==> src/rtl/filter_run_ctrl_pkg.sv <==
// filter_run_ctrl shared definitions
// state codes, display modes, status word layout
package filter_run_ctrl_pkg;

  typedef enum logic [2:0] {
    IDLE    = 3'd0,
    LAUNCH  = 3'd1,
    RUN     = 3'd2,
    DONE    = 3'd3,
    TIMEOUT = 3'd4
  } run_state_t;

  localparam logic [1:0] MODE_RESULT = 2'd0;
  localparam logic [1:0] MODE_PARAMS = 2'd1;
  localparam logic [1:0] MODE_COUNT  = 2'd2;
  localparam logic [1:0] MODE_STATUS = 2'd3;

  localparam int STAT_BUSY_BIT  = 0;
  localparam int STAT_ERR_BIT   = 1;
  localparam int STAT_STATE_LSB = 4;

  // low byte of the status display word
  function automatic logic [7:0] status_byte(
    run_state_t s,
    logic       err,
    logic       busy
  );
    logic [7:0] b;
    b = '0;
    b[STAT_STATE_LSB +: 3] = s;
    b[STAT_ERR_BIT]        = err;
    b[STAT_BUSY_BIT]       = busy;
    return b;
  endfunction

endpackage

==> src/rtl/filter_run_ctrl_btn_debounce.sv <==
// btn_debounce: two-flop sync, stability counter,
// one-cycle press pulse on debounced rising edge
module btn_debounce #(
  parameter int DEBOUNCE_CYCLES = 16
) (
  input  logic clk,
  input  logic rst,
  input  logic raw,
  output logic level,
  output logic press
);

  localparam int CW =
    (DEBOUNCE_CYCLES > 1) ? $clog2(DEBOUNCE_CYCLES) : 1;
  localparam logic [CW-1:0] CNT_MAX = CW'(DEBOUNCE_CYCLES - 1);

  logic          sync1;
  logic          sync2;
  logic          level_d;
  logic [CW-1:0] cnt;

  // sync raw input, accept a new level once stable long enough
  always_ff @(posedge clk or posedge rst) begin
    if (rst) begin
      sync1   <= 1'b0;
      sync2   <= 1'b0;
      level   <= 1'b0;
      level_d <= 1'b0;
      press   <= 1'b0;
      cnt     <= '0;
    end else begin
      sync1   <= raw;
      sync2   <= sync1;
      level_d <= level;
      press   <= level & ~level_d;
      if (sync2 != level) begin
        if (cnt == CNT_MAX) begin
          level <= sync2;
          cnt   <= '0;
        end else begin
          cnt <= cnt + CW'(1);
        end
      end else begin
        cnt <= '0;
      end
    end
  end

endmodule

==> src/rtl/filter_run_ctrl.sv <==
// filter_run_ctrl: launches the filter core on a button
// press, times the run and feeds the display
import filter_run_ctrl_pkg::*;

module filter_run_ctrl #(
  parameter int DEBOUNCE_CYCLES = 16,
  parameter int TIMEOUT_CYCLES  = 4096,
  parameter int WORD            = 32
) (
  input  logic            clk,
  input  logic            rst,
  input  logic            start_btn,
  input  logic [1:0]      mode_sw,
  input  logic            core_done,
  input  logic [WORD-1:0] core_result,
  input  logic [WORD-1:0] core_params,
  output logic            core_start,
  output logic [WORD-1:0] disp_value,
  output logic            busy_led,
  output logic            error_led,
  output logic [WORD-1:0] cycle_count
);

  localparam logic [WORD-1:0] TO_LAST =
    WORD'(TIMEOUT_CYCLES - 1);

  run_state_t      state;
  run_state_t      state_d;
  logic            press;
  logic            btn_level_unused;
  logic            timeout_hit;
  logic [WORD-1:0] result_q;

  btn_debounce #(
    .DEBOUNCE_CYCLES(DEBOUNCE_CYCLES)
  ) u_btn (
    .clk  (clk),
    .rst  (rst),
    .raw  (start_btn),
    .level(btn_level_unused),
    .press(press)
  );

  assign timeout_hit = (TIMEOUT_CYCLES != 0) &&
                       (cycle_count == TO_LAST);

  // state register
  always_ff @(posedge clk or posedge rst) begin
    if (rst) state <= IDLE;
    else     state <= state_d;
  end

  // next state; done wins over timeout
  always_comb begin
    state_d = state;
    unique case (state)
      IDLE, DONE, TIMEOUT: if (press) state_d = LAUNCH;
      LAUNCH:              state_d = RUN;
      RUN: begin
        if (core_done)        state_d = DONE;
        else if (timeout_hit) state_d = TIMEOUT;
      end
      default:             state_d = IDLE;
    endcase
  end

  // run outputs, aligned with the state they belong to
  always_ff @(posedge clk or posedge rst) begin
    if (rst) begin
      core_start  <= 1'b0;
      busy_led    <= 1'b0;
      error_led   <= 1'b0;
      cycle_count <= '0;
      result_q    <= '0;
    end else begin
      core_start <= (state_d == LAUNCH);
      busy_led   <= (state_d == LAUNCH) || (state_d == RUN);
      if (state_d == LAUNCH) begin
        cycle_count <= '0;
        error_led   <= 1'b0;
      end else if (state == RUN) begin
        if (state_d == RUN && cycle_count != '1)
          cycle_count <= cycle_count + WORD'(1);
        if (state_d == TIMEOUT)
          error_led <= 1'b1;
        if (state_d == DONE)
          result_q <= core_result;
      end
    end
  end

  // display select, one cycle behind its sources
  always_ff @(posedge clk or posedge rst) begin
    if (rst) begin
      disp_value <= '0;
    end else begin
      unique case (mode_sw)
        MODE_RESULT: disp_value <= result_q;
        MODE_PARAMS: disp_value <= core_params;
        MODE_COUNT:  disp_value <= cycle_count;
        MODE_STATUS: disp_value <= {{(WORD-8){1'b0}},
          status_byte(state, error_led, busy_led)};
        default:     disp_value <= result_q;
      endcase
    end
  end

endmodule

==> config.mk <==
export PLATFORM = sky130hd
export DESIGN_NAME = filter_run_ctrl
export DESIGN_NICKNAME = d
export VERILOG_FILES = /design/src/rtl/filter_run_ctrl_pkg.sv /design/src/rtl/filter_run_ctrl_btn_debounce.sv /design/src/rtl/filter_run_ctrl.sv
export SDC_FILE = /design/constraint.sdc
export NUM_CORES = 1
export LEC_CHECK = 0
export CORE_UTILIZATION = 53
export DETAILED_ROUTE_END_ITERATION = 8
export GPL_TIMING_DRIVEN = 1
export PLACE_DENSITY = 0.89
export SLEW_MARGIN = 10
export SYNTH_ARGS = -nofsm -noshare
export SYNTH_HDL_FRONTEND = slang
export SYNTH_SLANG_ARGS = --single-unit
==> constraint.sdc <==
create_clock -name clk -period 7 [get_ports clk]
set_input_delay 0.7 -clock clk [delete_from_list [all_inputs] [get_ports clk]]
set_output_delay 0.7 -clock clk [all_outputs]
set_load 0.01 [all_outputs]
# After elaboration in Yosys (flattened, before gate mapping)
# Index checks and enable logic that the tools add are counted.
# totals
regBits,111
latchBits,0
mem_bits_rw,0
mem_bits_ro,0
in_bits,70
out_inout_bits,67
word_cells,58
memories,0
# op_classes
n_addsub,2
n_mul,0
div,0
order_cmp,0
n_eq_ne,15
shift,0
muxes,13
bitwise_logic,3
n_reduce_logical,12
# op_table
cell,n
$pmux 32 s4,1
$mux 32,3
$add 32x1->32 const B,1
$eq 32x12->1 const B,1
$ne 32x32->1 const B,1
$eq 3x2->1 const B,4
$mux 3,3
$pmux 3 s3,1
$mux 4,2
$eq 3x1->1 const B,2
$eq 3x3->1 const B,2
$reduce_and 2->1,3
$reduce_bool 2->1,3
$add 4x1->4 const B,1
$eq 2x2->1 const B,2
$eq 4x4->1 const B,1
$logic_not 3->1,1
$mux 1,3
$reduce_and 3->1,1
$reduce_or 3->1,1
$eq 2x1->1 const B,1
$logic_not 2->1,1
$not 1->1,2
$and 1x1->1,1
other kinds (3),3

# Logic depth before layout (Yosys ltp)
# depth
word_depth,9
ltp_mapped,8
depth_no_buf,6

# Modules after synthesis
# Synthesis repeated with hierarchy kept, for this count alone.
# hier_totals
cells_unflattened,462
area_unflattened_um2,5083.6
# by_module_without_submodules
mod,n_inst,cells_per_inst,area_each_um2
filter_run_ctrl,1,440,4752.1
btn_debounce,1,22,331.6

# Worst setup path after synthesis
# No wires, ideal clock.
# synth_timing
path_type,input to register
startpoint,input port core_done
endpoint,register cycle_count[8]
setup_ps,136
arrival_ps,2176
slack_ps,4688
cell_stages,6
path_cell_list,or4b_4 -> a31o_4 -> buf_6 -> buf_2 -> o41ai_1 -> a21oi_1
# synth_between
elab_chain_cells,6
word_cells_on_any_way,9
cone_classes,eq/ne (2); mux (3); reduce/logical (4)
# synth_lines
item,line_no,source
from (decl),filter_run_ctrl.sv:14,"input logic core_done,"
$mux 3 *,filter_run_ctrl.sv:60,if (core_done) state_d = DONE;
$pmux 3 s3 *,filter_run_ctrl.sv:56,unique case (state)
$eq 3x2->1,filter_run_ctrl.sv:82,if (state_d == RUN && cycle_count != '1)
$logic_and 1x1->1,filter_run_ctrl.sv:82,
$reduce_bool 2->1 (no source line),--,
$reduce_and 2->1 (no source line),--,
to (signal assigned),filter_run_ctrl.sv:83,cycle_count <= cycle_count + WORD'(1);
to (decl),filter_run_ctrl.sv:21,output logic [WORD-1:0] cycle_count
# Mark *: on every way between the ends. The rest lies on a longest branch, timed or not.
# A chain may end at the register's enable or synchronous reset.

# Final worst setup path
# layout_timing
startpoint,register cycle_count[0]
endpoint,register cycle_count[1]
# layout_between
elab_chain_cells,8
word_cells_on_any_way,15
cone_classes,add/sub (1); eq/ne (4); mux (6); reduce/logical (4)
# layout_lines
item,line_no,source
$eq 32x12->1,filter_run_ctrl.sv:45,(cycle_count == TO_LAST);
$mux 3,filter_run_ctrl.sv:61,else if (timeout_hit) state_d = TIMEOUT;
$mux 3,filter_run_ctrl.sv:60,
$pmux 3 s3,filter_run_ctrl.sv:56,
$eq 3x2->1,filter_run_ctrl.sv:82,
$logic_and 1x1->1,filter_run_ctrl.sv:82,
$reduce_bool 2->1 (no source line),--,
$reduce_and 2->1 (no source line),--,
# Several ways; a longest one is shown, not always the timed one. The select of a mux whose other input is x is not followed.

==> results.cfg <==
[cts]
clk_path_buf_depth = 2
insertion_delay_ns = 0.37
cts_buffers = 9
cts-resized-gates = 0
cts.sinks = 111
clk_pin_slew_ns = 0.11
root_buffer = clkbuf_8
cts_max_level = 3
cts_tree = yes
cts_hold_buf = 0
post_cts.repair.setup_buffers = 0

[drt]
wl_met2_um = 6690
drc = 0
met1_length_um = 5280
vias = 4235
viasPerCell = 5.83
dr.pass1.iters = 4
routed_wl_um = 13100
drt_iter0_markers = 423
dr.max_layer_used = met4
ant_nets = 0
wl_per_cell_um = 18.0
wl_met3_um = 908

[setup_path]
cp-start-kind = register
cp_max_fo = 33
path_class = register to register
cpPeakStageDelay_ns = 1.01
ff2ff_path_depth = 6
worstPathRequired_ns = 7.29
cp_slowest_cell = and3_1
cp_num_cells = 6
cp_cell_sequence = ha_1 > nand4_1 > nor2_1 > and3_1 > o21ai_0 > a21oi_1
cp.arrival_ns = 3.43
crit_buf_inv = 0
end_kind = register
critPathTopFamily = simple AND/OR/NAND/NOR gates

[timing]
rsz0062_at_grt = false
setup_ws_ns = 3.86
skew_ns = 0.0138
tightest_slew_ns = 1.11
slew_headroom_pct = 26.0
slew_violations = 0
max_freq_mhz = 319
layout_min_cycle_time_ns = 3.14
fin_tns_setup_ns = 0
finalSetupViolations = 0
finalHoldViolCount = 0
finalCritPeriodShare_pct = 44.8

[yosys]
ys_seq_area_share_pct = 53.4
syn-mean-instance-area_um2 = 11.1
ys_ff_latch = 111
ys_async_sr_fraction_pct = 100
netlist_area_mm2 = 0.00520
synth_warnings = 0
yosysMostFrequentCell = dfrtp_1
ys_types = 42
synth.top_cell.area_share_pct = 53.4
syn-num-nets = 541
synth_top_cells_by_area = dfrtp_1, mux2i_1, mux2_2
synth-edff-count = 0
synthFlopType = dfrtp_1
syn_inst = 469
synthTopCellsByCount = dfrtp_1, nand2_1, mux2i_1
synth_top_area_cell = dfrtp_1

[floorplan]
die_x_um = 101
io_pins = 137
die_y_um = 101
start_util_pct = 55.5
dieArea_mm2 = 0.0102
rows = 35
core-area_mm2 = 0.00937

[place]
place_congestion = 0.831
io_buffers = 136
dpl.hpwl_um = 9220
pre_cts_ws_ns = 3.73

[global_route]
grt_pass1_vias = 4239
antenna_found_initial = 0
grt_max_degree = 88
grt-ovfl-total = 0
grt_usage_pct = 26.6
grt_pass1_wl_um = 20900

[layout]
syn_to_final_growth_pct = 31.0
fin_nets = 664
antenna_cells = 0
final_layout_size_suffix_gt1_share_pct = 11.6

[pwr]
p_per_area_mw_per_mm2 = 239
p_leak_nw = 2.81
peakVddDrop_mv = 0.179

[min_path]
whs_path_depth = 0
hp-class = register to register

[run_status]
status = finished clean

[job]
maxCapViolCount = 0
-- report_power, final --
| group | internal [mW] | leakage [nW] | switching (mW) |
|---|---|---|---|
| combinational | 0.236 | 1.38 | 0.142 |
| sequential | 0.783 | 1.33 | 0.0833 |
| clock | 0.166 | 0.0998 | 0.219 |
-- routing by layer --
metal | track usage [%] | vias to the layer above
li1 | - | 1942
met1 | 34.0 | 2099
met2 | 46.7 | 178
met3 | 4.23 | 16
met4 | 8.25 | 0
met5 | 0 | -
-- cell usage in the layout (no fill, tap or decap), types with 3 or more instances in the layout --
cell type	n
a21oi_1	18
and3_1	6
and4_1	3
buf_4	3
clkbuf_8	9
clkdlybuf4s50_1	135
clkinv_2	3
dfrtp_1	111
inv_1	5
mux2_2	33
mux2i_1	43
mux4_2	5
nand2_1	59
nand2b_1	11
nand3_1	17
nand4_1	13
nor2_1	13
nor3_1	8
nor4_1	9
o21ai_0	35
o31ai_1	9
or3_1	4
or4_1	10
-- sequential cells by signal (all words and copies together) (netlist names) --
name / flops
cycle_count: 32
disp_value: 32
result_q: 32
u_btn.cnt: 4
state: 3
busy_led: 1
core_start: 1
error_led: 1
u_btn.level: 1
u_btn.level_d: 1
u_btn.press: 1
u_btn.sync1: 1
u_btn.sync2: 1
-- final cells by class --
| cell class | count | area [µm²] |
|---|---|---|
| Tap cell | 129 | 161 |
| Sequential cell | 111 | 2780 |
| Inverter | 6 | 25.0 |
| Multi-Input combinational cell | 325 | 2280 |
| Clock buffer | 9 | 124 |
| Clock inverter | 7 | 70.1 |
| Timing Repair Buffer | 139 | 1380 |
| Fill cell | 691 | 2550 |
-- final timing paths --
kind                                start              to  slack (ns)
min in group asynchronous             rst  disp_value[14]        0.64
setup / recovery           cycle_count[0]  cycle_count[1]        3.86
max in group asynchronous             rst  disp_value[28]        4.96
hold reg to reg               u_btn.sync1     u_btn.sync2        0.36
hold / removal                u_btn.sync1     u_btn.sync2        0.36
setup reg to reg           cycle_count[0]  cycle_count[1]        3.86
-- cell families after synthesis --
| family | after synthesis | synth area share, % |
|---|---|---|
| muxes | 81 | 17.6 |
| adders and majority gates | 2 | 0.481 |
| buffers and inverters | 33 | 2.98 |
| xor gates and xnor gates | 3 | 0.505 |
| and+or+nand+nor | 164 | 16.6 |
| AOI/OAI and AO/OA | 75 | 8.51 |
| DFF | 111 | 53.4 |
-- metrics by stage --
step	std cells	power (mW)	hold WS, ns	utilization (%)	area, µm²
6_report	726	1.63	0.357	72.8	6820
5_1_grt	726	1.71	0.366	72.8	6820
4_1_cts	726	1.64	0.358	72.8	6820
3_5_place_dp	710	1.26	0.336	70.7	6630
3_3_place_gp	710	1.23	0.333	70.7	6630
2_1_floorplan	469	1.06	0.331	-	5200
(Power assumes the default switching activity.)
